## config.mk

```make
export PLATFORM = sky130hd
export DESIGN_NAME = piso_serializer
export DESIGN_NICKNAME = d
export VERILOG_FILES = /design/src/rtl/piso_serializer.sv
export SDC_FILE = /design/constraint.sdc
export NUM_CORES = 1
export LEC_CHECK = 0
export BUFFER_PORTS_ARGS = -buffer_cell sky130_fd_sc_hd__buf_2
export CAP_MARGIN = 20
export CORE_MARGIN = 8
export CORE_UTILIZATION = 35
export CTS_CLUSTER_SIZE = 25
export DETAILED_ROUTE_END_ITERATION = 12
export SLEW_MARGIN = 15
export SYNTH_ARGS = -nofsm -noshare
export SYNTH_HDL_FRONTEND = slang
export SYNTH_SLANG_ARGS = --single-unit
```

## constraint.sdc

```tcl
create_clock -name clk -period 3.7 [get_ports clk]
set_input_delay 0.555 -clock clk [delete_from_list [all_inputs] [get_ports clk]]
set_output_delay 0.555 -clock clk [all_outputs]
set_load 0.01 [all_outputs]
```

## src/rtl/piso_serializer.sv

```systemverilog
// piso_serializer: parallel-in/serial-out shifter with a valid/ready load
// handshake, bit-rate enable, selectable bit order and synchronous flush.
// A new word can load in the same cycle the previous word's last bit is
// consumed, so back-to-back words stream with no idle bit between them.
module piso_serializer #(
  parameter int   WIDTH      = 8,
  parameter bit   LSB_FIRST  = 1'b1,
  parameter logic IDLE_LEVEL = 1'b0
) (
  input  logic             clk,
  input  logic             rst_n,
  input  logic [WIDTH-1:0] din,
  input  logic             din_valid,
  output logic             din_ready,
  input  logic             shift_en,
  input  logic             flush,
  output logic             so,
  output logic             so_valid,
  output logic             busy,
  output logic             last
);

  localparam int             CNT_W    = $clog2(WIDTH);
  localparam logic [CNT_W-1:0] CNT_LAST = CNT_W'(WIDTH - 1);

  typedef enum logic {
    IDLE  = 1'b0,
    SHIFT = 1'b1
  } state_e;

  state_e             state_q, state_d;
  logic [WIDTH-1:0]   shreg_q, shreg_d;
  logic [CNT_W-1:0]   cnt_q,   cnt_d;
  logic               cnt_zero;
  logic               load;

  // Move the register one place toward the output end, filling with 0.
  function automatic logic [WIDTH-1:0] shift_toward_out(input logic [WIDTH-1:0] v);
    if (LSB_FIRST) begin
      return v >> 1;
    end else begin
      return v << 1;
    end
  endfunction

  assign cnt_zero = (cnt_q == '0);

  // Handshake: ready while idle, or while the last bit is being consumed
  // (this is what lets consecutive words abut); flush always blocks a load.
  always_comb begin
    din_ready = (state_q == IDLE) ||
                ((state_q == SHIFT) && cnt_zero && shift_en && !flush);
    load      = din_valid && din_ready && !flush;
  end

  // Next-state logic: flush beats load, load beats shifting.
  always_comb begin
    state_d = state_q;
    shreg_d = shreg_q;
    cnt_d   = cnt_q;
    if (flush) begin
      state_d = IDLE;
      shreg_d = '0;
      cnt_d   = '0;
    end else if (load) begin
      state_d = SHIFT;
      shreg_d = din;
      cnt_d   = CNT_LAST;
    end else if ((state_q == SHIFT) && shift_en) begin
      if (!cnt_zero) begin
        shreg_d = shift_toward_out(shreg_q);
        cnt_d   = cnt_q - 1'b1;
      end else begin
        // Last bit consumed with no follow-on word.
        state_d = IDLE;
        shreg_d = '0;
      end
    end
  end

  // State registers; reset discards any partial word immediately.
  always_ff @(posedge clk or negedge rst_n) begin
    if (!rst_n) begin
      state_q <= IDLE;
      shreg_q <= '0;
      cnt_q   <= '0;
    end else begin
      state_q <= state_d;
      shreg_q <= shreg_d;
      cnt_q   <= cnt_d;
    end
  end

  // Outputs are pure decodes of registered state.
  always_comb begin
    so       = IDLE_LEVEL;
    so_valid = 1'b0;
    busy     = 1'b0;
    last     = 1'b0;
    if (state_q == SHIFT) begin
      so       = LSB_FIRST ? shreg_q[0] : shreg_q[WIDTH-1];
      so_valid = 1'b1;
      busy     = 1'b1;
      last     = cnt_zero;
    end
  end

endmodule

```

==> results.yml, run 1 <==
logic_synthesis:
  yosysWarnings: 0
  async_reset_ff_share_pct: 100.0
  synth_edf_count: 0
  synth_cells: 91
  avgSynthCellArea_um2: 9.625
  synthFlopType: "dfrtp_1"
  ys_ff_latch: 12
  synth.distinct_cells: 30
  post_synth_instance_area_um2: 875.8
  syn_nets: 106
  seq_area_frac_synth_pct: 34.29
worst_setup_path:
  max_stage_delay_ns: 0.39
  cp_data_arrival_time_ns: 1.68
  path_depth: 5
  crit_buf_inv: 2
  regToRegSetupSlack_ns: 1.90
  crit_path_start_kind: "register"
  crit_path_end_kind: "output port"
  ff2ff_path_depth: 3
  critPathRequiredTime_ns: 3.14
  cpMaxStageDelayCell: "dfrtp_1"
  crit_family: "flip-flops"
  cp_max_fo: 10
  worstPathCellList: "inv_1 > ha_1 > nand3b_1 > o21ai_0 > buf_2"
  crit_type: "register to output port"
routing:
  wl_per_cell_um: 15.32
  post-route-drc-count: 0
  vias: 762
  firstDrtPassIters: 4
  routed_via_density: 5.817
  wirelength_mm: 2.007
  ant_nets: 0
  drtIter0Drc: 34
place:
  gp_congestion: 0.7608
  hpwl_mm: 1.348
  placed_area_um2: 925.9
  port_buffers: 17
global_route:
  grt_overflow_total: 0
  grt_max_degree: 21
  grt_pass1_wl_mm: 3.318
  grt_pass1_vias: 737
  grt_use_total_pct: 9.768
  grt_antenna_before_repair: 0
clock_network:
  clockBufferDepth: 2
  clkSinkCount: 12
  clk_pin_slew_worst_paths_ns: 0.07
  numCtsBuffers: 3
  clock-root-buffer: "clkbuf_4"
  post-cts-setup-buffer-count: 0
  htreeDepth: 1
  post_cts_resized: 0
  clock_latency_ns: 0.26
  postCtsHoldBufs: 0
  cts_tree: "built"
finish:
  syn_to_final_growth_pct: 8.286
  ff_latch_area_um2: 300.3
  final_common_cell: "buf_2"
  post-route-util_pct: 38.99
  design_area_um2: 948.4
  layout_common_cells: "buf_2 (17), dfrtp_1 (12), inv_1 (11)"
  final_nets: 118
  multi_input_area_um2: 461.7
  fillers: 257
  n_antenna_cell: 0
  drive_gt1_share_pct: 29.70
die:
  fp.dieW_um: 66.03
  die-area_um2: 4359
  coreArea_um2: 2432
  ioPinCount: 18
  start_util_pct: 36.01
  die_h_um: 66.03
  rows: 18
flow_run:
  drv_cap: 0
power_and_ir_drop:
  cellPowerDensity_nw_per_um2: 355.9
  p_leak_nw: 0.4144
  p_total_w: 0.0003375
  ir_drop_mv: 0.1810
timing:
  max_freq_ghz: 0.4472
  rsz0062_at_grt: "false"
  slew_violations: 0
  min_period_ns: 2.236
  clock_skew_ns: 0.001569
  tns_ns: 0
  finalSetupViolCount: 0
  max_slew.worst_pin.slew_ns: 0.6301
  period_share_pct: 60.44
  slew_headroom_pct: 58.00
  hold_viol: 0
run_status:
  status: "finished, final reports clean"
hold_path:
  hold_path.class: "input pin to async pin"
[path summary, 6_finish.rpt]
kind / from / to
setup / recovery: cnt_q[0]$_DFFE_PN0P_ / din_ready
hold / removal: rst_n / state_q$_DFFE_PN0P_
setup reg to reg: state_q$_DFFE_PN0P_ / shreg_q[1]$_DFFE_PN0P_
hold reg to reg: cnt_q[1]$_DFFE_PN0P_ / cnt_q[1]$_DFFE_PN0P_
max in group asynchronous: rst_n / cnt_q[0]$_DFFE_PN0P_
min in group clk: cnt_q[1]$_DFFE_PN0P_ / cnt_q[1]$_DFFE_PN0P_
[area by class of cell]
type | instances | share of cell area [%]
well taps | 30 | 3.958
multi-input cells | 58 | 48.68
clock buffers | 3 | 2.375
flip-flops and latches | 12 | 31.66
inverters | 11 | 4.354
repair buffers | 17 | 8.971
[Yosys cell counts, types with 3 or more instances]
master	count	area share [%]
a211o_1	7	7.0
a21oi_1	3	1.7
a31oi_2	6	8.6
buf_6	4	5.1
clkbuf_1	4	1.7
dfrtp_1	12	34
inv_1	11	4.7
nand2b_1	4	2.9
nand4_1	7	5.0
nor2_1	3	1.3
nor4_1	7	5.0
[layer usage]
layer | global-route usage (%) | routed length, um | vias up
li1 | - | - | 362
met4 | 5.600 | 27 | 0
met3 | 1.864 | 181 | 2
met1 | 12.14 | 826 | 368
met2 | 15.35 | 972 | 30
met5 | 0 | 0 | -
[state kept, by name (all words and copies together) (netlist names)]
name,flops
state_q,1
cnt_q,3
shreg_q,8
[per-stage QoR]
| stage | instances | setup slack [ns] | hold WS (ns) |
|---|---|---|---|
| 6_report | 131 | 1.464 | 0.1589 |
| 5_1_grt | 131 | 1.358 | 0.1732 |
| 4_1_cts | 131 | 1.468 | 0.1652 |
| 3_5_place_dp | 128 | 1.756 | 0.4548 |
| 3_3_place_gp | 128 | 1.781 | 0.4578 |
| 2_1_floorplan | 91 | 1.947 | 0.2594 |
[cells by family after synthesis]
kind of cell	synth area share, %
simple gates	20.28
mux	1.286
flops	34.29
compound gates	28.28
buf+inv	13.00
fa+ha+maj	2.857
[power breakdown]
group          switching (W)  internal, W
Clock              0.0000419    0.0000376
Combinational      0.0000566    0.0000413
Sequential         0.0000133     0.000147
Total               0.000112     0.000226
Note: power is estimated with default switching activity, not from simulation.
==> run 2, diff against run 1 <==
--- a/config.mk
+++ b/config.mk
@@ -5,6 +5,7 @@
 export SDC_FILE = /design/constraint.sdc
 export NUM_CORES = 1
 export LEC_CHECK = 0
+export ABC_AREA = 1
 export BUFFER_PORTS_ARGS = -buffer_cell sky130_fd_sc_hd__buf_2
 export CAP_MARGIN = 20
 export CORE_MARGIN = 8
==> constraint.sdc (replaced) <==
create_clock -name clk -period 1.8 [get_ports clk]
set_input_delay 0.27 -clock clk [delete_from_list [all_inputs] [get_ports clk]]
set_output_delay 0.27 -clock clk [all_outputs]
set_load 0.01 [all_outputs]
==> results.yml, run 2 <==
run_status:
  status: "finished, final reports clean"
finish:
  largest_reg_flops: 8
  layout_common_cells: "nand2_1 (47), buf_2 (17), inv_1 (13)"
  n_antenna_cell: 0
  top_regs: "shreg_q (8), cnt_q (3), state_q (1)"
  final_common_cell: "nand2_1"
  drive_gt1_share_pct: 25.76
  top_register: "shreg_q"
  fillers: 224
  multi_input_area_um2: 420.4
  design_area_um2: 988.4
  final_nets: 148
  ff_latch_area_um2: 300.3
  syn_to_final_growth_pct: 22.29
clock_network:
  clk_pin_slew_worst_paths_ns: 0.07
  clock-root-buffer: "clkbuf_4"
  numCtsBuffers: 3
  clock_latency_ns: 0.27
  clkSinkCount: 12
  clockBufferDepth: 2
  cts_tree: "built"
  htreeDepth: 1
logic_synthesis:
  synthFlopType: "dfrtp_1"
  seq_area_frac_synth_pct: 37.15
  synth_edf_count: 0
  post_synth_instance_area_um2: 808.3
  synthTopCellsByCount: "nand2_1 (47), inv_1 (14), dfrtp_1 (12), nand4_1 (9), nor2_1 (5)"
  syn_nets: 125
  synth.distinct_cells: 21
  synth_top_area_cell: "dfrtp_1"
  yosys-top-cells-area: "dfrtp_1 (37%), nand2_1 (22%), nand4_1 (7.0%)"
  ys_ff_latch: 12
  synth_top_area_share_pct: 37.15
  synth_cells: 110
  avgSynthCellArea_um2: 7.348
  yosysMostFrequentCell: "nand2_1"
  yosysWarnings: 0
  async_reset_ff_share_pct: 100.0
worst_setup_path:
  crit_path_end_kind: "output port"
  crit_path_start: "cnt_q[1]$_DFFE_PN0P_"
  rr_startpoint: "cnt_q[1]$_DFFE_PN0P_"
  crit_family: "flip-flops"
  cpMaxStageDelayCell: "dfrtp_1"
  cp_max_fo: 5
  critical_path.most_common_cell: "inv_1"
  crit_path_start_kind: "register"
  regToRegSetupSlack_ns: 0.18
  crit_path_end: "din_ready"
  crit_type: "register to output port"
  path_depth: 7
  worstPathCellList: "inv_1 > ha_2 > inv_1 > nor2_4 > nand2_2 > nand2_8 > buf_2"
  ff2ff_path_depth: 11
  cp_data_arrival_time_ns: 1.42
  critPathRequiredTime_ns: 1.53
  r2r_end: "shreg_q[0]$_DFFE_PN0P_"
  max_stage_delay_ns: 0.39
  crit_buf_inv: 3
routing:
  wl_per_cell_um: 12.13
  vias: 744
  firstDrtPassIters: 4
  wirelength_mm: 1.940
  routed_via_density: 4.650
  post-route-drc-count: 0
  drtIter0Drc: 20
  ant_nets: 0
timing:
  slew_headroom_pct: 74.25
  slew_violations: 0
  rsz0062_at_grt: "false"
  period_share_pct: 93.78
  max_freq_ghz: 0.5924
  tns_ns: 0
  finalSetupViolCount: 0
  whs_ns: 0.2530
  min_period_ns: 1.688
  clock_skew_ns: 0.006325
  max_slew.worst_pin.slew_ns: 0.3863
  hold_viol: 0
die:
  die-area_um2: 4103
  ioPinCount: 18
  coreArea_um2: 2191
  fp.dieW_um: 64.06
  start_util_pct: 36.89
  die_h_um: 64.06
  rows: 17
power_and_ir_drop:
  p_leak_nw: 0.5566
  p_total_w: 0.0008037
  ir_drop_mv: 0.4114
  cellPowerDensity_nw_per_um2: 813.1
flow_run:
  drv_cap: 0
place:
  placed_area_um2: 895.9
  hpwl_mm: 1.483
  gp_congestion: 0.8557
  port_buffers: 17
global_route:
  grt_max_degree: 13
  grt_use_total_pct: 9.732
  grt_pass1_wl_mm: 3.201
  grt_antenna_before_repair: 0
  grt_overflow_total: 0
  grt_pass1_vias: 717
hold_path:
  worstHoldStart: "flush"
  hold_path.class: "input pin to register"
[run 2: cell count changes in the layout (fill, tap and decap cells not counted), moves of 2 or more]
cell and delta:
nor4_1 -7, a31oi_2 -6, nand3_1 +2, nand3_4 +2
nor2_1 +2, o21a_1 -2, nand2b_1 -4, a211o_1 -7
buf_4 +3, nand2_1 +47, nand4_1 +2, inv_1 +2
and2_1 -2, o21ai_1 +2
[run 2: what timing repair did]
item,in CTS,in global routing
resized for setup,0,3
hold endpoints to repair,12,0
setup endpoints to repair,0,1
hold buffers,1,0
setup buffers,0,3
[run 2: cell families (layout without fill, tap and decap cells)]
family,after synthesis,count (layout),synth area share (%)
buffers and inverters,19,41,12.23
AND/OR/NAND/NOR,69,69,41.64
flip-flops,12,12,37.15
AO/OA/AOI/OAI,7,7,4.799
adder cells (fa/ha/maj),2,2,3.095
XOR/XNOR,1,1,1.084
[run 2: metal layers]
metal  GRT usage [%]  wire length, um  vias to the layer above
li1                -                -                      394
met1           12.69              996                      336
met2           14.30              849                       12
met3           1.568               67                        2
met4           6.685               27                        0
met5               0                0                        -
[run 2: power breakdown]
part           switching (W)  leakage [nW]  internal [W]  total [W]
combinational       0.000152         0.376      0.000106   0.000258
clock              0.0000897        0.0210      0.000123   0.000213
sequential         0.0000328         0.159      0.000300   0.000333
total               0.000275         0.557      0.000529   0.000804
[run 2: worst min-delay path by stage]
stage,cells after the start,slack (ns),to
final,2,0.25,state_q$_DFFE_PN0P_
after global routing,2,0.24,state_q$_DFFE_PN0P_
after CTS,2,0.24,cnt_q[0]$_DFFE_PN0P_
after detailed placement,1,0.16,cnt_q[0]$_DFFE_PN0P_
after global placement,1,0.16,cnt_q[1]$_DFFE_PN0P_
after floorplan,0,-0.03,cnt_q[0]$_DFFE_PN0P_
[run 2: per-stage QoR]
stage / cells / utilization, % / worst slack [ns]
2_1_floorplan: 110 / - / 0.3849
3_3_place_gp: 152 / 40.89 / 0.2891
4_1_cts: 157 / 43.00 / 0.03777
3_5_place_dp: 152 / 40.89 / 0.2260
5_1_grt: 160 / 45.12 / 0.02680
6_report: 160 / 45.12 / 0.1119
[run 2: cell type report]
| type | instances | area share (%) |
|---|---|---|
| tap | 28 | 3.544 |
| timing repair buffer | 22 | 13.92 |
| inverter | 15 | 5.949 |
| multi-input combinational | 79 | 42.53 |
| clock buffer | 4 | 3.671 |
| sequential | 12 | 30.38 |
